==> src/rtl/cfs_rx_ctrl.sv <==
// cfs_rx_ctrl: RX controller between the MD RX slave interface and the RX FIFO.
// Checks each MD transfer's offset/size pair against the data width. Legal
// transfers are pushed into the RX FIFO. Illegal ones get an error response
// and are counted in a saturating drop counter.
//
// Ports:
//   clk, reset        clock, asynchronous active-high reset
//   md_rx_valid       MD transfer request (held by master until md_rx_ready)
//   md_rx_data        MD transfer data
//   md_rx_offset      byte offset of valid data
//   md_rx_size        number of valid bytes
//   md_rx_ready       one-cycle transfer completion pulse
//   md_rx_err         error response, qualified by md_rx_ready
//   push_valid        RX FIFO push request
//   push_data         captured md_rx_data
//   push_offset       captured md_rx_offset
//   push_size         captured md_rx_size
//   push_ready        RX FIFO can accept
//   ctrl_clr          one-cycle pulse clearing the drop counter
//   status_cnt_drop   dropped-transfer count (saturating)
//   max_drop          high while status_cnt_drop is all-ones
module cfs_rx_ctrl #(
  parameter int unsigned DATA_WIDTH     = 32,
  parameter int unsigned CNT_DROP_WIDTH = 8,
  localparam int unsigned OFFSET_WIDTH  = (DATA_WIDTH <= 8) ? 1 : $clog2(DATA_WIDTH / 8),
  localparam int unsigned SIZE_WIDTH    = $clog2(DATA_WIDTH / 8) + 1
) (
  input  logic                      clk,
  input  logic                      reset,
  input  logic                      md_rx_valid,
  input  logic [DATA_WIDTH-1:0]     md_rx_data,
  input  logic [OFFSET_WIDTH-1:0]   md_rx_offset,
  input  logic [SIZE_WIDTH-1:0]     md_rx_size,
  output logic                      md_rx_ready,
  output logic                      md_rx_err,
  output logic                      push_valid,
  output logic [DATA_WIDTH-1:0]     push_data,
  output logic [OFFSET_WIDTH-1:0]   push_offset,
  output logic [SIZE_WIDTH-1:0]     push_size,
  input  logic                      push_ready,
  input  logic                      ctrl_clr,
  output logic [CNT_DROP_WIDTH-1:0] status_cnt_drop,
  output logic                      max_drop
);

  // One extra bit so offset+size and B+offset cannot overflow.
  localparam int unsigned SUM_WIDTH = SIZE_WIDTH + 1;
  localparam logic [SUM_WIDTH-1:0] BYTES_S = SUM_WIDTH'(DATA_WIDTH / 8);

  typedef enum logic [1:0] {
    IDLE = 2'd0,
    PUSH = 2'd1,
    RESP = 2'd2
  } state_e;

  state_e                      state_q, state_d;
  logic                        ready_q, ready_d;
  logic                        err_q, err_d;
  logic                        push_valid_q, push_valid_d;
  logic [DATA_WIDTH-1:0]       data_q, data_d;
  logic [OFFSET_WIDTH-1:0]     offset_q, offset_d;
  logic [SIZE_WIDTH-1:0]       size_q, size_d;
  logic [CNT_DROP_WIDTH-1:0]   cnt_q, cnt_d;
  logic                        max_q, max_d;
  logic                        drop_inc;

  logic [SUM_WIDTH-1:0]        off_s, size_s, mod_s;
  logic                        legal;

  // Legality of the offset/size pair currently on the MD interface.
  always_comb begin
    off_s  = SUM_WIDTH'(md_rx_offset);
    size_s = SUM_WIDTH'(md_rx_size);
    // Guard the modulo so a zero size never divides by zero.
    mod_s  = (size_s == '0) ? '0 : ((BYTES_S + off_s) % size_s);
    legal  = (size_s != '0) && (mod_s == '0) && ((off_s + size_s) <= BYTES_S);
  end

  // Next-state and registered-output logic.
  always_comb begin
    state_d      = state_q;
    ready_d      = 1'b0;
    err_d        = 1'b0;
    push_valid_d = push_valid_q;
    data_d       = data_q;
    offset_d     = offset_q;
    size_d       = size_q;
    drop_inc     = 1'b0;

    case (state_q)
      IDLE: begin
        push_valid_d = 1'b0;
        if (md_rx_valid) begin
          data_d   = md_rx_data;
          offset_d = md_rx_offset;
          size_d   = md_rx_size;
          if (legal) begin
            state_d      = PUSH;
            push_valid_d = 1'b1;
          end else begin
            state_d  = RESP;
            ready_d  = 1'b1;
            err_d    = 1'b1;
            drop_inc = 1'b1;
          end
        end
      end
      PUSH: begin
        // Stall here indefinitely while the FIFO is full.
        if (push_ready) begin
          state_d      = RESP;
          push_valid_d = 1'b0;
          ready_d      = 1'b1;
        end
      end
      RESP: begin
        state_d = IDLE;
      end
      default: begin
        state_d      = IDLE;
        push_valid_d = 1'b0;
      end
    endcase
  end

  // Saturating drop counter; a clear beats a simultaneous increment.
  always_comb begin
    cnt_d = cnt_q;
    if (ctrl_clr) begin
      cnt_d = '0;
    end else if (drop_inc && (cnt_q != '1)) begin
      cnt_d = cnt_q + CNT_DROP_WIDTH'(1);
    end
    max_d = (cnt_d == '1);
  end

  // State and output registers.
  always_ff @(posedge clk or posedge reset) begin
    if (reset) begin
      state_q      <= IDLE;
      ready_q      <= 1'b0;
      err_q        <= 1'b0;
      push_valid_q <= 1'b0;
      data_q       <= '0;
      offset_q     <= '0;
      size_q       <= '0;
      cnt_q        <= '0;
      max_q        <= 1'b0;
    end else begin
      state_q      <= state_d;
      ready_q      <= ready_d;
      err_q        <= err_d;
      push_valid_q <= push_valid_d;
      data_q       <= data_d;
      offset_q     <= offset_d;
      size_q       <= size_d;
      cnt_q        <= cnt_d;
      max_q        <= max_d;
    end
  end

  assign md_rx_ready     = ready_q;
  assign md_rx_err       = err_q;
  assign push_valid      = push_valid_q;
  assign push_data       = data_q;
  assign push_offset     = offset_q;
  assign push_size       = size_q;
  assign status_cnt_drop = cnt_q;
  assign max_drop        = max_q;

endmodule

==> config.mk <==
export PLATFORM = sky130hd
export DESIGN_NAME = cfs_rx_ctrl
export DESIGN_NICKNAME = d
export VERILOG_FILES = /design/src/rtl/cfs_rx_ctrl.sv
export SDC_FILE = /design/constraint.sdc
export NUM_CORES = 1
export LEC_CHECK = 0
export BUFFER_PORTS_ARGS = -buffer_cell sky130_fd_sc_hd__buf_2
export CORE_MARGIN = 4
export CORE_UTILIZATION = 30
export DETAILED_ROUTE_END_ITERATION = 12
export SLEW_MARGIN = 20
export SYNTH_ARGS = -nofsm -noshare
export SYNTH_HDL_FRONTEND = slang
export SYNTH_SLANG_ARGS = --single-unit
==> constraint.sdc <==
create_clock -name clk -period 2.04 [get_ports clk]
set_input_delay 0.408 -clock clk [delete_from_list [all_inputs] [get_ports clk]]
set_output_delay 0.408 -clock clk [all_outputs]
set_load 0.05 [all_outputs]
==> summary.md <==
| Metric | Value |
|---|---|
| Number of port buffers | 90 |
| Crit-path max cell delay | slightly above 500 ps |
| Final period utilization | 177.2% |
| CP cell instances | buf_8, inv_6, nand3_4, ha_4, or3_4, nand2_4, nand2_4, o21a_1, ha_1, nor2b_4, or4_4, a31oi_4, o31ai_4, or4_4, a221o_1, nor4_2 |
| Post-place setup slack | -1904 ps |
| I/O Pins | ~90 |
| Grt total ovfl | 0 |
| Adder-cell share of the synthesized area | 6.541% |
| FF-to-FF path depth | 8 |
| Post-synthesis register bit count | between 50 and 60 |
| Detailed Place HPWL | 4779 microns |
| Max-cap check violation count | 0 |
| Yosys warns | 0 |
| Average size of a mapped cell | roughly 12 sq um |
| Avg WL per Cell | between 10 and 15 microns |
| Leak Pwr | about 0.0019 uW |
| Share of layout cells above drive strength 1 | approximately two thirds |
| Peak supply drop | 0.5439 mV |
| Final setup violation count | 14 |
| Worst reg2reg path startpoint | status_cnt_drop[4] |
| Routability congestion estimate | between 0.7 and 0.8 |
| Post-Synth XOR/XNOR Area | 1.388% |
| Pwr Density | between 1000 and 1500 nW/um^2 |
| Die area | between 9000 and 10000 sq um |
| 1st-iter DRT viols | 65 |
| Clock transition at path regs | around 100 ps |
| Die Y | 99.74 microns |
| Syn nets | between 200 and 300 |
| Pin count of the biggest net entering global routing | between 50 and 60 |
| Synthesized area | 2525 sq um |
| Post-synth top cells | dfrtp_1, mux2_2, ha_1, inv_1, nand2_1 |
| Worst r2r dst | max_drop |
| Skew final | approximately 11 ps |
| Post-CTS Hold Fix Bufs | 0 |
| Failing checks | negative setup slack |
| Tightest Pin Transition | 673.6 ps |
| Largest cells by area after synthesis | dfrtp_1, mux2_2, ha_1 |
| Via density | about 4.8 |
| Unrepaired setup endpoints after global routing | true |
| Worst EP required | approximately 2300 ps |
| Min-delay worst type | primary input to async pin |
| Total Wirelength | 6852 microns |
| Core Region | roughly 8200 sq um |
| First-pass DRT Iterations | 4 |
| Number of synthesized flops with an enable pin | 0 |
| Layout overhead on the synthesized area | 56.49% |
| Critical path class | primary input to flop |
| Status | finished with violations |
| Cell Rows | 33 |
| Post-synthesis mux area share | roughly 17% |
| Total GRT Usage | about 14% |
| Predominant post-synthesis flop cell | dfrtp_1 |
| Combinational family with the most area after synthesis | multiplexers |
| Drt drc | 0 |
| Initial antenna violation count | 0 |
| Post-placement cell area | ~3500 sq um |
| CP max FO | 6 |
| CTS tree | yes |
| Critical path data arrival time | between 3000 and 4000 ps |
| Reg2Reg Setup Slack | -310 ps |
| Max transition margin | between 50% and 60% |
| Ant diodes | 0 |
| Fmax | around 280 MHz |
| TritonCTS sink count | about 50 |
| Simple logic cell fraction of the synthesized area | 10.85% |
| Routed Antenna Nets | 0 |
| Asr flop ratio synth | between 90% and 100% |
| Post-synthesis sequential area ratio | 50.55% |
| Count of final hold-check violations | 0 |
| First-pass GRT wire length | ~11000 microns |
| Clk_lat worst skew | about 300 ps |
| Vias in the first global route | 2439 |
| Num CTS Buffers | 5 |
| Most area-hungry cell type in the Yosys netlist | dfrtp_1 |
| Synth cell types | 48 |
| Nets | 410 |
| Synth Instances | 209 |
| Worst setup SP type | primary input |
| Slowest CP cell | or4_4 |
| Root buffer cell | clkbuf_8 |
| Slew Viols, Final | 0 |
| Final std cell area, no fill | 3951 sq um |
| Top cell type's share of synthesized area | 50.55% |
| Initial core utilization | 30.73% |
| Die X | ~100 microns |
| Synth Area in Compound Gates | 9.861% |
| Worst Setup Slack, final | -1575 ps |
| Worst setup EP type | flop |
| Post-layout minimum cycle time | about 3600 ps |
| Most instantiated library cell after synthesis | dfrtp_1 |
| Clock Tree Buf Depth | 2 |
| Routed vias | around 2200 |
| Htree depth | 2 |
==> cells in the final DEF (no fill, tap or decap), drive strengths merged, types with 2 or more instances in the layout <==
master	count
inv	12
nor4	2
mux2i	2
o21ai	5
or4	3
a21oi	6
clkinvlp	2
bufinv	2
clkinv	2
nor3b	4
ha	10
clkbuf	5
a221o	2
nor2b	5
buf	147
o31ai	3
and3	4
nand2	10
a211oi	4
fa	2
xor2	2
nor2	7
nor3	2
dfrtp	51
o21a	4
xnor2	2
nand3	4
mux2	37
==> per-stage QoR <==
stage,cells,hold slack (ps),TNS (ps),util [%],total power [uW]
after floorplan,209,556.3,-16300,-,2740
after global placement,440,479.6,-19280,42.42,3214
after detailed placement,440,489.0,-20110,42.42,3248
after CTS,455,144.9,-14440,47.10,4225
after global routing,462,155.9,-17000,48.09,4422
final,462,135.1,-15650,48.09,4212
==> flip-flops by register name, summed over array words and instances (netlist names) <==
| signal | count |
|---|---|
| push_valid | 1 |
| status_cnt_drop | 8 |
| push_size | 3 |
| max_drop | 1 |
| push_data | 32 |
| md_rx_ready | 1 |
| push_offset | 2 |
| md_rx_err | 1 |
| state_q | 2 |
==> routing by layer <==
layer	wire length, microns	GRT usage [%]	vias to the layer above
met4	82	4.202	0
met5	0	0	-
li1	-	-	1045
met2	3672	26.48	73
met3	448	3.787	8
met1	2648	15.48	1098
==> critical path: cells and delay by family <==
family	cells	cell delay [ps]
and+or+nand+nor	8	1920
AOI/OAI and AO/OA	4	880
adders and majority gates	2	460
buffers and inverters	2	150
==> what timing repair did <==
| item | CTS | global route |
|---|---|---|
| endpoints found under the setup margin | 14 | 14 |
| pin swaps | 15 | 9 |
| cloned | 0 | 0 |
| hold endpoints to repair | 0 | 0 |
| resized for setup | 43 | 8 |
| setup buffers | 7 | 8 |
==> power breakdown <==
part	internal, uW	total [uW]	switching, uW
clock	489	851	362
combinational	660	1990	1330
sequential	1250	1370	117
total	2400	4210	1810
==> kinds of logic after synthesis <==
kind of cell,after synthesis
buf+inv,22
compound gates,33
mux,39
xor+xnor,4
flops,51
simple gates,47
other cells,1
fa+ha+maj,12
==> how the worst max path moves through the flow <==
stage                    start       end  slack (ps)
5_1_grt          md_rx_size[2]  max_drop       -1640
3_3_place_gp   md_rx_offset[1]  max_drop       -1830
3_5_place_dp     md_rx_size[1]  max_drop       -1900
2_1_floorplan  md_rx_offset[1]  max_drop       -1650
6_report         md_rx_size[2]  max_drop       -1570
4_1_cts        md_rx_offset[1]  max_drop       -1510
==> area by class of cell <==
class	instances	area, sq um
Fill cell	753	4265
Multi-Input combinational cell	136	1390
Sequential cell	51	1276
Timing Repair Buffer	147	947.2
Tap cell	105	131.4
Inverter	15	70.07
Clock buffer	5	68.82
Clock inverter	3	67.56
Note: power is estimated with default switching activity, not from simulation.
